==> config.mk <==
export PLATFORM = sky130hd
export DESIGN_NAME = sync_fifo_param
export DESIGN_NICKNAME = d
export VERILOG_FILES = /design/src/rtl/sync_fifo_param.sv
export SDC_FILE = /design/constraint.sdc
export NUM_CORES = 1
export LEC_CHECK = 0
export ABC_AREA = 1
export CAP_MARGIN = 20
export CORE_UTILIZATION = 45
export CTS_CLUSTER_DIAMETER = 60
export DETAILED_ROUTE_END_ITERATION = 8
export PLACE_DENSITY = 0.68
export SLEW_MARGIN = 20
export SYNTH_ARGS = -nofsm -noshare
export SYNTH_HDL_FRONTEND = slang
export SYNTH_SLANG_ARGS = --single-unit
==> constraint.sdc <==
create_clock -name clk -period 4.4 [get_ports clk]
set_input_delay 0.88 -clock clk [delete_from_list [all_inputs] [get_ports clk]]
set_output_delay 0.88 -clock clk [all_outputs]
set_load 0.02 [all_outputs]
==> src/rtl/sync_fifo_param.sv <==
// Parametrised single-clock FIFO with occupancy count, watermarks and error pulses.
// Define SYNC_FIFO_FWFT_EN for first-word fall-through reads; default is 1-cycle registered read.
module sync_fifo_param #(
    parameter int DATA_W    = 8,
    parameter int DEPTH     = 8,
    parameter int AF_THRESH = 6,
    parameter int AE_THRESH = 1
) (
    input  logic                         clk,
    input  logic                         reset,
    input  logic                         wr_en,
    input  logic [DATA_W-1:0]            wr_data,
    input  logic                         rd_en,
    output logic [DATA_W-1:0]            rd_data,
    output logic                         rd_valid,
    output logic                         full,
    output logic                         empty,
    output logic                         almost_full,
    output logic                         almost_empty,
    output logic [$clog2(DEPTH):0]       count,
    output logic                         overflow,
    output logic                         underflow
);

    localparam int ADDR_W = $clog2(DEPTH);
    localparam logic [ADDR_W:0] DEPTH_C = (ADDR_W+1)'(DEPTH);
    localparam logic [ADDR_W:0] AF_C    = (ADDR_W+1)'(AF_THRESH);
    localparam logic [ADDR_W:0] AE_C    = (ADDR_W+1)'(AE_THRESH);

    logic [DATA_W-1:0] mem [DEPTH];
    logic [ADDR_W-1:0] wr_ptr;
    logic [ADDR_W-1:0] rd_ptr;
    logic [ADDR_W:0]   count_q;
    logic              rd_acc;
    logic              wr_acc;

    // A full FIFO still takes a write when a read frees a slot in the same cycle.
    assign rd_acc = rd_en & ~empty;
    assign wr_acc = wr_en & (~full | rd_acc);

    assign count        = count_q;
    assign full         = (count_q == DEPTH_C);
    assign empty        = (count_q == '0);
    assign almost_full  = (count_q >= AF_C);
    assign almost_empty = (count_q <= AE_C);

    always_ff @(posedge clk) begin
        if (!reset && wr_acc) begin
            mem[wr_ptr] <= wr_data;
        end
    end

    always_ff @(posedge clk) begin
        if (reset) begin
            wr_ptr    <= '0;
            rd_ptr    <= '0;
            count_q   <= '0;
            overflow  <= 1'b0;
            underflow <= 1'b0;
        end else begin
            if (wr_acc) begin
                wr_ptr <= wr_ptr + 1'b1;
            end
            if (rd_acc) begin
                rd_ptr <= rd_ptr + 1'b1;
            end
            if (wr_acc && !rd_acc) begin
                count_q <= count_q + 1'b1;
            end else if (rd_acc && !wr_acc) begin
                count_q <= count_q - 1'b1;
            end
            overflow  <= wr_en & ~wr_acc;
            underflow <= rd_en & empty;
        end
    end

`ifdef SYNC_FIFO_FWFT_EN
    // Head word is always visible; rd_en only acknowledges it.
    assign rd_data  = mem[rd_ptr];
    assign rd_valid = ~empty;
`else
    always_ff @(posedge clk) begin
        if (reset) begin
            rd_data  <= '0;
            rd_valid <= 1'b0;
        end else begin
            rd_valid <= rd_acc;
            if (rd_acc) begin
                rd_data <= mem[rd_ptr];
            end
        end
    end
`endif

endmodule
==> results by group <==
Hold path
  – Worst hold path depth: 2
  – Worst Hold Endpoint: rd_data[0]
  – Hold Crit Class: register to register
  – Worst hold start: rd_data[0]

Final layout
  – Design area: 0.00425 mm²
  – Area growth from synthesis to layout: 14.5%
  – Most common cell after layout, fill and taps aside: nand2_1
  – Share of cells above drive strength 1: 6.07%
  – Nets: 427
  – Commonest non-fill, non-tap cells in the layout: nand2_1 (101), edfxtp_1 (64), inv_1 (61)
  – Antenna cells: 0
  – Finished Layout Cells: between 500 and 600

Logic synthesis
  – Netlist cell types: 24
  – Synthesized area: ~0.0037 mm²
  – Post-synth EDFFs: between 60 and 70
  – Async SR Flop Fraction: 0%
  – Post-Synth XOR/XNOR Area: 0.236%
  – Adder and majority gate portion of the synthesized area: 2.70%
  – Post-Syn Instances: 378
  – Post-synthesis sequential area ratio: 63.1%
  – Syn. warnings: 0
  – Main combinational cell family by area after synthesis: simple AND/OR/NAND/NOR gates
  – Post-Syn Nets: 398
  – Post-synthesis compound-gate area fraction: 4.08%
  – Post-synthesis mux area share: 0%
  – Simple-gate share of the synthesized area: 20.1%
  – Most common flop cell mapped by yosys: edfxtp_1
  – Mean post-synth cell area: between 9 and 10 µm²
  – Synthesis-stage register bit count: 85

Timing
  – Fin crit period: 2.77 ns
  – Final Hold Fails: 0
  – TNS Setup: 0 ns
  – Worst rel slew slack: 57.6%
  – Pins over their slew limit: 0
  – Crit share post-route: between 60% and 70%
  – Clock Skew: 0.0118 ns
  – Hold_ws: 0.466 ns
  – Setup-failing EPs final: 0
  – F_max: ~360 MHz
  – Worst slew pin tran: 0.634 ns
  – RSZ-0062 raised after global routing: no

Detailed routing
  – Wire per inst: 15.0 µm
  – TritonRoute pass-1 iters: 5
  – Total wire length: 7.72 mm
  – Routed via count: between 2000 and 3000
  – 1st-iter DRT viols: 162
  – DRC viols: 0
  – Vias per cell: slightly below 5
  – Routed Antenna Nets: 0

Global route
  – GR Util met3: 4.52%
  – M1 GR Usage: 26.7%
  – Initial antenna violation count: 0
  – Largest net degree at the start of global routing: 35
  – Met2 global-route usage: approximately 31%
  – First-pass GRT wire length: 12.5 mm
  – GRT overflow: 0
  – Gr usage total: 20.2%
  – Vias in the first global route: 2478
  – Gr busiest metal: met2

Placed design
  – Placed standard-cell area: 0.00404 mm²
  – Final Wtd Congestion: 0.855
  – DPL Wire Length: 5.37 mm
  – # placed instances: 498
  – Port buffer count: 30

Power and ir drop
  – VDD IR max: 0.163 mV
  – Lkg Pwr: ~1.8 nW
  – Power per cell area: 553 mW/mm²

Clock tree
  – CTS root buf: clkbuf_8
  – CTS resizes: 0
  – Worst-Skew Late Latency: 0.36 ns
  – Post-CTS Hold Buffers: 0
  – CTS tree: yes
  – # Post-CTS Setup Buffers: 0
  – Clock sink total: 85
  – Clock slew at reported path FFs: around 0.08 ns
  – CTS buffer count: 9
  – CTS Buffer Depth: 2
  – CTS H-tree lvls: 3

Worst setup path
  – Worst Path Buf+Inv: 2
  – Worst-path cell chain: inv_1, ha_1, nor2_1, o21ai_0, clkdlybuf4s50_1
  – Crit. End Element: primary output
  – Critical Path AT: 1.89 ns
  – WP data required: between 3 and 4 ns
  – Worst Reg-to-Reg Cells: 9
  – Worst Path Max Fanout: 6
  – CP peak stage delay: 0.62 ns
  – Reg2reg setup slack: 2.02 ns
  – Worst setup SP type: register
  – R2r endpoint: mem[3][3]
  – Top delay family on crit path: buffers and inverters
  – Worst r2r src: count[0]
  – Critical path's slowest cell: clkdlybuf4s50_1
  – Setup CP Type: register to primary output

Run status
  – Status: completed

Run
  – Max Cap Viol: 0

Floorplanning
  – Die height: 92.8 µm
  – Row cnt: 32
  – Die Area: about 0.0086 mm²
  – Die X: 92.8 µm
  – Core Footprint: 0.00785 mm²
  – Starting Density: 47.3%
  – I/O pins: 31
state kept, by name, indices dropped and copies added (netlist names):
register and cells:
rd_data 8, wr_ptr 3, rd_valid 1, rd_ptr 3, mem 64, count 4, overflow 1, underflow 1
cell type report:
class	count	area [µm²]
repair buffers	31	308
inverters	66	253
clock inverters	7	90.1
fillers	692	3600
flip-flops and latches	85	2340
multi-input cells	214	1010
well taps	102	128
clock buffers	9	124
power breakdown:
group,switching (mW),total [mW],internal (mW)
registers,0.0651,0.997,0.931
clock network,0.270,0.586,0.316
logic,0.477,0.770,0.293
total,0.812,2.35,1.54
worst max-delay path by stage:
stage	depth (start not counted)	slack, ns	end	from
after floorplan	9	2.21	mem[4][0]	count[0]
after global placement	7	1.52	mem[5][1]	rd_en
after detailed placement	7	1.44	mem[3][3]	rd_en
after CTS	5	1.58	empty	count[0]
after global routing	4	1.48	almost_empty	count[0]
final	5	1.63	almost_full	count[0]
worst reg2reg max path, stage by stage (launching register included):
cell     delay, ns
dfxtp_1       0.44
inv_1         0.15
ha_1          0.24
nand2_1       0.08
nor2_2        0.04
nand2_1       0.09
nand2_2       0.10
nor2_1        0.13
nand2_1       0.20
nor2_1        0.55
synth_stat cells (3+ instances only):
library cell	number	area (µm²)
nand2_1	101	379
dfxtp_1	21	420
inv_2	3	11.3
inv_1	61	229
edfxtp_1	64	1920
nand3_1	51	255
nor2_1	16	60.1
ha_1	8	100
buf_2	4	20.0
buf_6	7	78.8
o21ai_0	11	55.1
a21oi_1	16	80.1
metrics by stage:
stage	total power, mW	util, %	setup WS, ns
3_5_place_dp	1.78	51.5	1.44
5_1_grt	2.49	54.2	1.48
2_1_floorplan	1.55	-	2.21
4_1_cts	2.37	54.2	1.58
3_3_place_gp	1.76	51.5	1.52
6_report	2.35	54.2	1.63
cells by family after synthesis:
kind of cell | after synthesis
buffers and inverters | 79
XOR/XNOR | 1
AND/OR/NAND/NOR | 176
adder cells (fa/ha/maj) | 8
AO/OA/AOI/OAI | 29
flip-flops | 85
routing by layer:
layer / up-vias / routed length [µm]
li1: 1276 / -
met1: 1155 / 3430
met2: 98 / 3580
met3: 16 / 480
met4: 0 / 237
met5: - / 0
Note: power is estimated with default switching activity, not from simulation.
